File: config.mk
export PLATFORM = sky130hd
export DESIGN_NAME = tt_6502_bus_seq
export DESIGN_NICKNAME = d
export VERILOG_FILES = /design/src/rtl/tt_6502_bus_seq.sv
export SDC_FILE = /design/constraint.sdc
export NUM_CORES = 1
export LEC_CHECK = 0
export ABC_CLOCK_PERIOD_IN_PS = 2300
export CAP_MARGIN = 20
export CORE_MARGIN = 5
export CORE_UTILIZATION = 61
export CTS_CLUSTER_DIAMETER = 200
export CTS_CLUSTER_SIZE = 8
export DETAILED_ROUTE_END_ITERATION = 8
export DONT_BUFFER_PORTS = 1
export PLACE_DENSITY = 0.79
export RECOVER_POWER = 100
export REMOVE_ABC_BUFFERS = 1
export SETUP_SLACK_MARGIN = 0.1
export SYNTH_ARGS = -nofsm -noshare
export SYNTH_HDL_FRONTEND = slang
export SYNTH_SLANG_ARGS = --single-unit
File: constraint.sdc
create_clock -name clk -period 2.3 [get_ports clk]
set_input_delay 0.23 -clock clk [delete_from_list [all_inputs] [get_ports clk]]
set_output_delay 0.23 -clock clk [all_outputs]
set_load 0.02 [all_outputs]
File: src/rtl/tt_6502_bus_seq.sv
// tt_6502_bus_seq: sequences 6502 accesses over one shared 8-bit bus.
// Phases are address low, address high, then data. Debug beats CPU.
module tt_6502_bus_seq #(
  parameter int unsigned WAIT_CYCLES = 1
) (
  input  logic        clk,
  input  logic        rst_n,
  input  logic        ena,
  input  logic        cpu_req,
  input  logic [15:0] cpu_addr,
  input  logic        cpu_we,
  input  logic [7:0]  cpu_wdata,
  output logic        cpu_ack,
  input  logic        dbg_req,
  input  logic [15:0] dbg_addr,
  input  logic        dbg_we,
  input  logic [7:0]  dbg_wdata,
  output logic        dbg_ack,
  output logic [7:0]  rd_data,
  output logic        busy,
  output logic [7:0]  bus_out,
  output logic        bus_oe,
  input  logic [7:0]  bus_in,
  output logic        bus_ale_lo,
  output logic        bus_ale_hi,
  output logic        bus_rw,
  output logic        bus_strobe
);

  typedef enum logic [2:0] {
    S_IDLE,
    S_ALO,
    S_AHI,
    S_TURN,
    S_RD,
    S_WR,
    S_DONE
  } state_e;

  localparam bit NO_WAIT = (WAIT_CYCLES == 0);
  localparam logic [3:0] WAIT_LD =
    NO_WAIT ? 4'd0 : 4'(WAIT_CYCLES - 1);

  state_e      state_q, state_d;
  logic [15:0] addr_q, addr_d;
  logic        we_q, we_d;
  logic [7:0]  wdata_q, wdata_d;
  logic        src_q, src_d;
  logic [3:0]  cnt_q, cnt_d;
  logic [7:0]  rd_q, rd_d;

  // State, latched request and read byte; reset kills the bus at once.
  always_ff @(posedge clk or negedge rst_n) begin
    if (!rst_n) begin
      state_q <= S_IDLE;
      addr_q  <= '0;
      we_q    <= 1'b0;
      wdata_q <= '0;
      src_q   <= 1'b0;
      cnt_q   <= '0;
      rd_q    <= '0;
    end else begin
      state_q <= state_d;
      addr_q  <= addr_d;
      we_q    <= we_d;
      wdata_q <= wdata_d;
      src_q   <= src_d;
      cnt_q   <= cnt_d;
      rd_q    <= rd_d;
    end
  end

  // Next-state and phase outputs; src=1 marks a debug transaction.
  always_comb begin
    state_d    = state_q;
    addr_d     = addr_q;
    we_d       = we_q;
    wdata_d    = wdata_q;
    src_d      = src_q;
    cnt_d      = cnt_q;
    rd_d       = rd_q;
    cpu_ack    = 1'b0;
    dbg_ack    = 1'b0;
    bus_out    = 8'h00;
    bus_oe     = 1'b0;
    bus_ale_lo = 1'b0;
    bus_ale_hi = 1'b0;
    bus_rw     = 1'b1;
    bus_strobe = 1'b0;
    busy       = (state_q != S_IDLE);
    unique case (state_q)
      S_IDLE: begin
        if (ena && (dbg_req || cpu_req)) begin
          state_d = S_ALO;
          src_d   = dbg_req;
          addr_d  = dbg_req ? dbg_addr : cpu_addr;
          we_d    = dbg_req ? dbg_we : cpu_we;
          wdata_d = dbg_req ? dbg_wdata : cpu_wdata;
        end
      end
      S_ALO: begin
        bus_out    = addr_q[7:0];
        bus_oe     = 1'b1;
        bus_ale_lo = 1'b1;
        state_d    = S_AHI;
      end
      S_AHI: begin
        bus_out    = addr_q[15:8];
        bus_oe     = 1'b1;
        bus_ale_hi = 1'b1;
        if (we_q) begin
          state_d = S_WR;
        end else if (NO_WAIT) begin
          state_d = S_RD;
        end else begin
          state_d = S_TURN;
          cnt_d   = WAIT_LD;
        end
      end
      S_TURN: begin
        bus_strobe = 1'b1;
        if (cnt_q == 4'd0) begin
          state_d = S_RD;
        end else begin
          cnt_d = cnt_q - 4'd1;
        end
      end
      S_RD: begin
        bus_strobe = 1'b1;
        rd_d       = bus_in;
        state_d    = S_DONE;
      end
      S_WR: begin
        bus_out    = wdata_q;
        bus_oe     = 1'b1;
        bus_rw     = 1'b0;
        bus_strobe = 1'b1;
        state_d    = S_DONE;
      end
      S_DONE: begin
        cpu_ack = !src_q;
        dbg_ack = src_q;
        state_d = S_IDLE;
      end
      default: state_d = S_IDLE;
    endcase
  end

  assign rd_data = rd_q;

endmodule

==> results.sh <==
export IMPL_final_seq_area_um2=1030
export IMPL_drtIter0Drc=73
export IMPL_timing_final_hold_violations=0
export IMPL_io_pins=87
export IMPL_post_cts_repair_setup_buffers=0
export IMPL_clockBufferDepth=2
export IMPL_ant_nets=0
export IMPL_die_height_um=71.2
export IMPL_critical_path_cell_by_cell="or3_1 -> nor2_8 -> buf_12 -> mux2_2"
export IMPL_maxUsedRoutingLayer="met4"
export IMPL_ys_ff_latch=41
export IMPL_power_per_cell_area_nw_per_um2=1270
export IMPL_insertedDiodeCount=0
export IMPL_finalNetCount=237
export IMPL_reg2reg_depth=4
export IMPL_hold_worst_slack_ps=99.0
export IMPL_wl_met3_um=322
export IMPL_reg_to_reg_start="state_q[1]"
export IMPL_cell_type_contributing_the_most_total_cell_area_after_synthesis="sky130_fd_sc_hd__dfrtp_1"
export IMPL_layout_drive_gt1_share=0.314
export IMPL_hold_path_startpoint="bus_in[5]"
export IMPL_post_synth_num_cell_types=33
export IMPL_total_leakage_power_uw=0.000985
export IMPL_tritoncts="yes"
export IMPL_whs_path_depth=1
export IMPL_design_core_area_um2=3630
export IMPL_slew_headroom=0.335
export IMPL_ys_dominant_reg_cell="sky130_fd_sc_hd__dfrtp_1"
export IMPL_maxCapViolCount=0
export IMPL_detailedPlace_worstSlack_ps=469
export IMPL_initial_cell_density_of_the_core=0.629
export IMPL_timing_critical_path_to_type="flop"
export IMPL_vdd_ir_drop_worst_mv=0.571
export IMPL_std_cell_rows=22
export IMPL_cts_buffers=5
export IMPL_synth_yosys_seq_area_share=0.449
export IMPL_grt_antenna_before_repair=0
export IMPL_synth_top_cell_area_share=0.449
export IMPL_final_instance_count_excl_fill=220
export IMPL_crit_path_max_fanout=26
export IMPL_post_route_period_util=0.849
export IMPL_port_buffers=0
export IMPL_max_slew_worst_pin_slew_ps=997
export IMPL_areaGrowthSynthToFinish_pct=1.81
export IMPL_clock_latency_ps=280
export IMPL_run_status="finished clean"
export IMPL_overflow=0
export IMPL_detailroute_wirelength_met2_mm=2.24
export IMPL_ctsHtreeMaxLevel=2
export IMPL_cts_root_buf="sky130_fd_sc_hd__clkbuf_8"
export IMPL_crit_path_max_incr_delay_ps=600
export IMPL_mostFrequentLayoutCell="sky130_fd_sc_hd__dfrtp_1"
export IMPL_vias=1314
export IMPL_post_synth_edffs=0
export IMPL_timing_setup_tns_ps=0
export IMPL_dpl_cell_count=211
export IMPL_mostFrequentLayoutCells="41 x sky130_fd_sc_hd__dfrtp_1, 39 x sky130_fd_sc_hd__mux2_2, 19 x sky130_fd_sc_hd__mux2_1"
export IMPL_arrival_ps=2110
export IMPL_slowest_stage="sky130_fd_sc_hd__or3_1"
export IMPL_synth_async_reset_ratio=1.00
export IMPL_layout_filler_cells=301
export IMPL_worstSetupStartpointType="flop"
export IMPL_clkSinkCount=41
export IMPL_synthesis_area_um2=2290
export IMPL_cts_reportedPaths_clkPinSlew_ps=80
export IMPL_slew_viol_final=0
export IMPL_total_area_of_multi_input_combinational_cells_um2=1090
export IMPL_grt_usage=0.182
export IMPL_x_dimension_of_the_die_um=71.2
export IMPL_utilization=0.641
export IMPL_worst_hold_path_type="input pin to flop"
export IMPL_drt_drc_violations_left=0
export IMPL_floorplan_die_area_um2=5070
export IMPL_synth_yosys_warnings=0
export IMPL_routedWlPerCell_um=20.0
export IMPL_finalWorstPathRequiredPeriod_ps=1950
export IMPL_first_pass_grt_wire_length_mm=7.26
export IMPL_wl_met1_mm=1.82
export IMPL_detail_route_wirelength_mm=4.40
export IMPL_first_global_vias=1490
export IMPL_worstSetupPathType="flop to flop"
export IMPL_synth_cells=169
export IMPL_post_route_worst_setup_slack_ps=346
export IMPL_rsz_0062_raised_after_global_routing="false"
export IMPL_gp_congestion=0.798
export IMPL_fin_worst_skew_ps=9.37
export IMPL_via_per_inst=5.97
export IMPL_synth_avg_cell_area_um2=13.5
export IMPL_dp_hpwl_mm=3.26
export IMPL_total_of_endpoints_with_negative_setup_slack_in_the_final_report=0
export IMPL_fmaxAchievable_mhz=512
export IMPL_maximum_number_of_pins_on_one_net_before_global_route_repair=42
export IMPL_cp_required_ps=2460
export IMPL_cp_startpoint="state_q[1]"
export IMPL_synthTopCellsByArea="sky130_fd_sc_hd__dfrtp_1 45%, sky130_fd_sc_hd__mux2_2 19%, sky130_fd_sc_hd__mux2_4 13%"
export IMPL_detail_route_first_pass_iterations=4
==> cells by family (layout without fill, tap and decap cells) <==
logic type | Yosys count | after routing | share of synthesized area
AO/OA/AOI/OAI | 20 | 20 | 0.0662
adder cells (fa/ha/maj) | 2 | 2 | 0.0109
buffers and inverters | 14 | 17 | 0.0427
flip-flops | 41 | 41 | 0.449
multiplexers | 67 | 67 | 0.358
AND/OR/NAND/NOR | 25 | 25 | 0.0733
==> registers in the layout, summed over array words and instances (netlist names) <==
name     count
wdata_q      8
state_q      3
cnt_q        4
rd_data      8
src_q        1
we_q         1
addr_q      16
==> stage by stage <==
step | area (µm²) | total power (µW)
finish | 2330 | 2960
global route | 2330 | 3170
CTS | 2420 | 3200
detailed placement | 2310 | 2710
global placement | 2310 | 2650
floorplan | 2200 | 2430
==> worst max-delay path, delay by kind of cell, from the launching register on <==
family / cells / cell delay (ps)
simple gates: 2 / 780
flops: 1 / 490
buf+inv: 1 / 190
mux: 1 / 350
==> final cells by class <==
class / count / area share
Timing Repair Buffer: 6 / 0.0231
Tap cell: 48 / 0.0258
Multi-Input combinational cell: 114 / 0.467
Clock buffer: 7 / 0.0371
Inverter: 4 / 0.00645
Sequential cell: 41 / 0.441
==> synth_stat cells, types with 3 or more instances <==
master,number
sky130_fd_sc_hd__nand2_1,5
sky130_fd_sc_hd__dfrtp_1,41
sky130_fd_sc_hd__mux2_4,20
sky130_fd_sc_hd__mux2i_1,8
sky130_fd_sc_hd__o2bb2ai_1,8
sky130_fd_sc_hd__mux2_2,39
sky130_fd_sc_hd__clkbuf_1,3
sky130_fd_sc_hd__buf_2,4
sky130_fd_sc_hd__o211ai_1,5
sky130_fd_sc_hd__inv_1,3
sky130_fd_sc_hd__nand2b_1,3
sky130_fd_sc_hd__nor2_1,4
==> final timing paths <==
path                            slack (ps)          to
min in group asynchronous              650    cnt_q[3]
worst max register to register         350   addr_q[7]
worst min register to register         490  wdata_q[7]
worst min-delay path                   100  rd_data[5]
worst max-delay path                   350   addr_q[7]
max in group asynchronous             1030  state_q[2]
==> power breakdown <==
part	leakage (µW)	total [µW]	internal, µW	switching, µW
Combinational	0.000445	1140	512	624
Sequential	0.000496	1360	1060	307
Clock	0.0000443	459	238	221
Total	0.000985	2960	1810	1150
==> routing by layer <==
metal / up-vias / global-route usage
met5: - / 0
met4: 0 / 0.0418
met3: 2 / 0.0701
met2: 54 / 0.288
met1: 642 / 0.237
li1: 616 / -
==> repair_timing <==
action,in CTS,in global routing
gates resized for setup,0,0
endpoints found under the hold margin,41,0
hold buffers,2,0
No activity file was read; power rests on OpenSTA's default activity.
